`src/rtl/eth_pkg.sv`:
```
// Shared types for the Ethernet TX scheduler slice.
// Word layout, FSM encoding and the FIFO word width.
package eth_pkg;

  localparam int ETH_WORD_W = 74;

  typedef struct packed {
    logic       user;
    logic       last;
    logic [7:0] keep;
    logic [63:0] data;
  } eth_word_t;

  typedef enum logic [1:0] {
    IDLE  = 2'd0,
    XFER  = 2'd1,
    DRAIN = 2'd2
  } sched_state_t;

endpackage

```
`src/rtl/eth_txsched_if.sv`:
```
// FIFO-side bundle of eth_txsched: two FWFT tap sources, one sink.
// master = scheduler, slave = the FIFOs.
interface eth_txsched_if
  import eth_pkg::*;
#(
  parameter int WORD_W = ETH_WORD_W
);

  logic [WORD_W-1:0] fifo0_dout;
  logic              fifo0_empty;
  logic              fifo0_rd_en;
  logic [WORD_W-1:0] fifo1_dout;
  logic              fifo1_empty;
  logic              fifo1_rd_en;
  logic              wr_en;
  logic [WORD_W-1:0] din;
  logic              full;

  modport master (
    input  fifo0_dout, fifo0_empty,
    input  fifo1_dout, fifo1_empty,
    input  full,
    output fifo0_rd_en, fifo1_rd_en,
    output wr_en, din
  );

  modport slave (
    output fifo0_dout, fifo0_empty,
    output fifo1_dout, fifo1_empty,
    output full,
    input  fifo0_rd_en, fifo1_rd_en,
    input  wr_en, din
  );

endinterface

```
`src/rtl/eth_txsched_rr.sv`:
```
// Two-way round-robin pick: lone requester wins,
// on contention the pointer decides.
module eth_txsched_rr (
  input  logic [1:0] req,
  input  logic       ptr,
  output logic       grant,
  output logic       valid
);

  always_comb begin
    grant = 1'b0;
    unique case (1'b1)
      (req == 2'b11):        grant = ptr;
      (req[1] && !req[0]):   grant = 1'b1;
      default:               grant = 1'b0;
    endcase
  end

  assign valid = |req;

endmodule

```
`src/rtl/eth_txsched.sv`:
```
// Packet-aware RR scheduler: src0/src1 FWFT FIFOs -> arb2encap FIFO.
// Stats counters built only with ETH_TXSCHED_STATS_EN defined.
module eth_txsched
  import eth_pkg::*;
#(
  parameter int DATA_W    = 64,
  parameter int KEEP_W    = 8,
  parameter int WORD_W    = DATA_W + KEEP_W + 2,
  parameter int MAX_WORDS = 1024,
  parameter int CNT_W     = 32
) (
  input  logic             clk156,
  input  logic             sys_rst_n,
  eth_txsched_if.master    fifo,
  output logic [CNT_W-1:0] pkt_cnt0,
  output logic [CNT_W-1:0] pkt_cnt1,
  output logic [15:0]      trunc_cnt,
  output logic             busy
);

  localparam int LAST_B = DATA_W + KEEP_W;
  localparam int USER_B = LAST_B + 1;
  localparam int WC_W   = $clog2(MAX_WORDS);
  localparam logic [WC_W-1:0] WC_MAX = WC_W'(MAX_WORDS - 1);

  localparam logic [1:0] S_IDLE  = IDLE;
  localparam logic [1:0] S_XFER  = XFER;
  localparam logic [1:0] S_DRAIN = DRAIN;

  logic [1:0]        state;
  logic              rr_ptr;
  logic              grant;
  logic [WC_W-1:0]   wcnt;
  logic              rr_grant;
  logic              rr_valid;
  logic [WORD_W-1:0] head;
  logic              src_empty;
  logic              head_last;
  logic              beat;
  logic              trunc;
  logic              dpop;
  logic              pop;

  eth_txsched_rr u_rr (
    .req   ({!fifo.fifo1_empty, !fifo.fifo0_empty}),
    .ptr   (rr_ptr),
    .grant (rr_grant),
    .valid (rr_valid)
  );

  assign head      = grant ? fifo.fifo1_dout : fifo.fifo0_dout;
  assign src_empty = grant ? fifo.fifo1_empty : fifo.fifo0_empty;
  assign head_last = head[LAST_B];

  assign beat  = (state == S_XFER) && !src_empty && !fifo.full;
  assign trunc = beat && !head_last && (wcnt == WC_MAX);
  assign dpop  = (state == S_DRAIN) && !src_empty;
  assign pop   = beat || dpop;

  assign fifo.fifo0_rd_en = pop && !grant;
  assign fifo.fifo1_rd_en = pop && grant;
  assign fifo.wr_en       = beat;
  assign busy             = (state != S_IDLE);

  // A truncated packet is closed off and flagged as errored downstream
  always_comb begin
    fifo.din = head;
    if (trunc) begin
      fifo.din[LAST_B] = 1'b1;
      fifo.din[USER_B] = 1'b1;
    end
  end

  always_ff @(posedge clk156 or negedge sys_rst_n) begin
    if (!sys_rst_n) begin
      state  <= S_IDLE;
      rr_ptr <= 1'b0;
      grant  <= 1'b0;
      wcnt   <= '0;
    end else begin
      unique case (state)
        S_IDLE: begin
          if (rr_valid) begin
            grant <= rr_grant;
            wcnt  <= '0;
            state <= S_XFER;
          end
        end
        S_XFER: begin
          if (beat) begin
            if (head_last) begin
              state  <= S_IDLE;
              rr_ptr <= ~grant;
              wcnt   <= '0;
            end else if (trunc) begin
              state <= S_DRAIN;
            end else begin
              wcnt <= wcnt + 1'b1;
            end
          end
        end
        S_DRAIN: begin
          if (dpop && head_last) begin
            state  <= S_IDLE;
            rr_ptr <= ~grant;
            wcnt   <= '0;
          end
        end
        default: state <= S_IDLE;
      endcase
    end
  end

`ifdef ETH_TXSCHED_STATS_EN
  always_ff @(posedge clk156 or negedge sys_rst_n) begin
    if (!sys_rst_n) begin
      pkt_cnt0  <= '0;
      pkt_cnt1  <= '0;
      trunc_cnt <= '0;
    end else begin
      if (beat && head_last) begin
        if (grant) pkt_cnt1 <= pkt_cnt1 + 1'b1;
        else       pkt_cnt0 <= pkt_cnt0 + 1'b1;
      end
      if (trunc && trunc_cnt != 16'hFFFF)
        trunc_cnt <= trunc_cnt + 1'b1;
    end
  end
`else
  assign pkt_cnt0  = '0;
  assign pkt_cnt1  = '0;
  assign trunc_cnt = '0;
`endif

endmodule

```
`src/flat_wrapper.sv`:
```
// flat-port wrapper written by rule: the top's interface ports become plain ports
module eth_txsched_flat import eth_pkg::*;
#(
  parameter int DATA_W    = 64,
  parameter int KEEP_W    = 8,
  parameter int WORD_W    = DATA_W + KEEP_W + 2,
  parameter int MAX_WORDS = 1024,
  parameter int CNT_W     = 32
)
  (clk156, sys_rst_n, pkt_cnt0, pkt_cnt1, trunc_cnt, busy, fifo_fifo0_dout, fifo_fifo0_empty, fifo_fifo1_dout, fifo_fifo1_empty, fifo_full, fifo_fifo0_rd_en, fifo_fifo1_rd_en, fifo_wr_en, fifo_din);
  eth_txsched_if #(.WORD_W(WORD_W)) fifo_i ();
  input  logic clk156;
  input  logic sys_rst_n;
  output logic [CNT_W-1:0] pkt_cnt0;
  output logic [CNT_W-1:0] pkt_cnt1;
  output logic [15:0] trunc_cnt;
  output logic busy;
  input wire logic [$bits(fifo_i.fifo0_dout)-1:0] fifo_fifo0_dout;
  input wire logic [$bits(fifo_i.fifo0_empty)-1:0] fifo_fifo0_empty;
  input wire logic [$bits(fifo_i.fifo1_dout)-1:0] fifo_fifo1_dout;
  input wire logic [$bits(fifo_i.fifo1_empty)-1:0] fifo_fifo1_empty;
  input wire logic [$bits(fifo_i.full)-1:0] fifo_full;
  output wire logic [$bits(fifo_i.fifo0_rd_en)-1:0] fifo_fifo0_rd_en;
  output wire logic [$bits(fifo_i.fifo1_rd_en)-1:0] fifo_fifo1_rd_en;
  output wire logic [$bits(fifo_i.wr_en)-1:0] fifo_wr_en;
  output wire logic [$bits(fifo_i.din)-1:0] fifo_din;
  assign fifo_i.fifo0_dout = fifo_fifo0_dout;
  assign fifo_i.fifo0_empty = fifo_fifo0_empty;
  assign fifo_i.fifo1_dout = fifo_fifo1_dout;
  assign fifo_i.fifo1_empty = fifo_fifo1_empty;
  assign fifo_i.full = fifo_full;
  assign fifo_fifo0_rd_en = fifo_i.fifo0_rd_en;
  assign fifo_fifo1_rd_en = fifo_i.fifo1_rd_en;
  assign fifo_wr_en = fifo_i.wr_en;
  assign fifo_din = fifo_i.din;
  eth_txsched #(.DATA_W(DATA_W), .KEEP_W(KEEP_W), .WORD_W(WORD_W), .MAX_WORDS(MAX_WORDS), .CNT_W(CNT_W)) u_core (.clk156(clk156), .sys_rst_n(sys_rst_n), .fifo(fifo_i), .pkt_cnt0(pkt_cnt0), .pkt_cnt1(pkt_cnt1), .trunc_cnt(trunc_cnt), .busy(busy));
endmodule
```
`config.mk`:
```
export PLATFORM = sky130hd
export DESIGN_NAME = eth_txsched_flat
export DESIGN_NICKNAME = d
export VERILOG_FILES = /design/src/rtl/eth_pkg.sv /design/src/rtl/eth_txsched_if.sv /design/src/rtl/eth_txsched_rr.sv /design/src/rtl/eth_txsched.sv /design/src/flat_wrapper.sv
export SDC_FILE = /design/constraint.sdc
export NUM_CORES = 1
export LEC_CHECK = 0
export ABC_AREA = 1
export CAP_MARGIN = 40
export CORE_AREA = 2 2 119 121
export CTS_CLUSTER_DIAMETER = 40
export DETAILED_ROUTE_END_ITERATION = 6
export DIE_AREA = 0 0 121 123
export PLACE_DENSITY = 0.68
export SYNTH_ARGS = -nofsm -noshare
export SYNTH_HDL_FRONTEND = slang
export SYNTH_SLANG_ARGS = --single-unit
```
`constraint.sdc`:
```
create_clock -name clk156 -period 1.58 [get_ports clk156]
set_input_delay 0.237 -clock clk156 [delete_from_list [all_inputs] [get_ports clk156]]
set_output_delay 0.237 -clock clk156 [all_outputs]
set_load 0.02 [all_outputs]
```
==> results.txt <==
share of layout cells above drive strength 1: 0.210
clock share of power: 0.088
master of the slowest instance on the critical path: dfrtp_1
period utilisation layout: 1.10
Max VDD drop: 674 uV
Setup crit end kind: output port
# clock sinks: 14
Starting Density: 0.187
cts bufs inserted: 3
CTS H-Tree Depth: 1
Post-Syn Instances: 474
internal power: 0.00306 W
Synth warnings: 0
# setup viols final: 74
WP data required: 1.34 ns
Setup Crit Path Kind: flop to output port
TNS Setup: -6.55 ns
Clock Tree Buf Depth: 2
Peak Freq: 574 MHz
R2R setup slack: -0.04 ns
status: finished, violations left
post-synthesis average cell area: 5.37 um2
vias in the first global route: 2,985
Final #Nets: 888
Placed Area: 0.00504 mm2
top_reg_cell synth: dfrtp_1
CP max FO: 3
RSZ-0062 raised after global routing: yes
register area share after synthesis: 0.138
Core Rows: 43
Sw Pwr: 0.00316 W
root buffer cell: clkbuf_16
area grow syn2layout: 107%
Crit path arrival time: 1.50 ns
Synth top area share: 0.412
largest net degree at the start of global routing: 42
port buffer count: 230
failing checks: negative setup slack
DR vias: 3,451
first-pass GRT wire length: 14,300 um
dpl hpwl: 8470 um
Power Density: 1180 mW/mm2
Max Cap Viol: 0
Total Power: 0.00622 W
synth cell count leaders: 279 x nand2_1, 80 x buf_4, 19 x nor2_1
ANT nets after route: 0
Post-Syn Area: 0.00254 mm2
critical path depth in cells: 8
Chip Height: 123 um
Buf/Inv on CP: 2
antenna violations before repair: 0
Core ar.: 0.0136 mm2
Sequential Area: 352 um2
sequence of cells on the critical path: ha_4 > nand2_4 > nor2_4 > nand3_4 > inv_4 > nand3_4 > nand2_2 > buf_6
Reg clk slew, reported paths: 0.05 ns
global-route usage over all layers: 0.116
footprint of the multi-input gates: 0.00182 mm2
Yosys reg bits: 14
design area: 0.00528 mm2
LEAKAGE: 2.73 nW
I/O pins: 311
fill cell count: 1,447
Period minus WS final: 1.74 ns
Worst R2R Path Depth: 9
Worst Skew: 0.00224 ns
Die Span X: 121 um
Yosys top cell by area: nand2_1
critical path's largest stage delay: 0.38 ns
final WL: 10,200 um
CP Launch Type: flop
# hold bufs at CTS: 0
cell with the most instances after synthesis: nand2_1
ANT cells: 0
Switching Fraction: 0.508
Comb pwr share: 0.835
Final Wtd Congestion: 0.831
top post-synthesis cells by area: nand2_1 41%, buf_4 24%, dfrtp_1 14%, nor2_1 2.8%, inv_1 1.9%
CTS tree: yes
Post-synth EDFFs: 0
DR vias/cell: 3.78
DRT iter0 DRCs: 154
Slew Limit Fails: 0
WL per Instance: 11.2 um
final hold vios: 0
drt drc: 0
PnR worst setup slack: -0.162 ns
asr flop ratio synth: 1.00
critical path's top delay family: simple AND/OR/NAND/NOR gates
Skew-Pair Late Insertion Delay: 0.25 ns
Hold/Removal Path Class: input port to async pin
sequential fraction of design power: 0.078
drt pass-1 iters: 4
Yosys cell types: 31
cell mode on critical path: nand3_4
die area: 0.0149 mm2
total gr overflow: 0
-- metal layers --
layer | up-vias | track usage | share of wire
li1 | 1790 | - | -
met1 | 1471 | 0.138 | 0.38
met2 | 183 | 0.218 | 0.52
met3 | 7 | 0.0203 | 0.093
met4 | 0 | 0.0240 | 0.0083
met5 | - | 0 | 0
-- cell usage in the layout, fill, tap and decap left out, types with 2 or more instances in the layout --
master           synthesis  layout
nor3_1                   3       3
nand2_2                  4       7
dfrtp_1                 14      13
dlygate4sd2_1            0       2
clkdlybuf4s50_1          0     150
buf_4                   80      41
nand3_1                  7       4
o21bai_1                 2       2
inv_1                   13      12
buf_12                   0       3
a21oi_1                  7       7
conb_1                   1      80
nor2_1                  19      18
inv_2                    1       2
o21ai_0                  3       3
nand2_1                279     275
nand4_1                  6       6
nor2_2                   4       2
buf_2                    2      11
clkbuf_16                0       4
nor2_4                   1       4
clkdlybuf4s15_2          0      43
nand2_4                  1       2
nand3_2                  1       3
nand3_4                  2       3
buf_6                    1      19
inv_4                    1       2
-- flip-flops by register name (all words and copies together) (netlist names) --
signal and count:
u_core.grant 1, u_core.rr_ptr 1, u_core.state 2, u_core.wcnt 10
-- area by class of cell --
class	instances	share of cell area
inverters	18	0.0147
flip-flops and latches	14	0.0666
clock buffers	4	0.0168
repair buffers	273	0.515
well taps	180	0.0427
multi-input cells	424	0.344
-- worst reg2reg max path, stage by stage, from the launching register on --
cell and delay (ns):
dfrtp_2 0.48, buf_4 0.20, buf_4 0.14, nand2_1 0.06, nand2_2 0.10, a21oi_4 0.09
nor2_8 0.14, nand3_4 0.16, nand2_1 0.10, nand2_1 0.05
-- power groups by stage --
stage,Sequential [W],Clock [W],Combinational [W]
floorplan,0.000460,0,0.00282
global placement,0.000474,0,0.00521
CTS,0.000476,0.000553,0.00504
global route,0.000492,0.000567,0.00563
detailed placement,0.000479,0,0.00522
finish,0.000484,0.000545,0.00519
-- through the flow --
step / cells / setup slack, ns / utilization / hold slack (ns)
floorplan: 553 / 0.0309 / - / -0.0586
global placement: 905 / -0.599 / 0.370 / 0.515
detailed placement: 905 / -0.622 / 0.370 / 0.528
CTS: 910 / -0.165 / 0.383 / 0.317
global route: 913 / -0.244 / 0.388 / 0.336
finish: 913 / -0.162 / 0.388 / 0.306
-- final timing paths --
kind                                  end              from
max in group asynchronous    u_core.grant         sys_rst_n
min reg2reg                 u_core.rr_ptr     u_core.rr_ptr
min                        u_core.wcnt[9]         sys_rst_n
max reg2reg                u_core.wcnt[8]      u_core.grant
max                          fifo_din[72]    u_core.wcnt[1]
min in group clk156          u_core.grant  fifo_fifo1_empty
-- cell families (layout without fill, tap and decap cells) --
logic type | count (synthesis) | after routing | synth area share
AOI/OAI and AO/OA | 14 | 14 | 0.0310
buffers and inverters | 115 | 295 | 0.294
other | 1 | 80 | 0.00147
and+or+nand+nor | 329 | 329 | 0.530
adders and majority gates | 1 | 1 | 0.00492
DFF | 14 | 14 | 0.138
-- timing repair --
action / CTS / global route
setup buffers: 1 / 2
resized for setup: 274 / 59
pin swaps: 2 / 3
endpoints found under the setup margin: 89 / 89
gates cloned: 0 / 1
(Power assumes the default switching activity.)
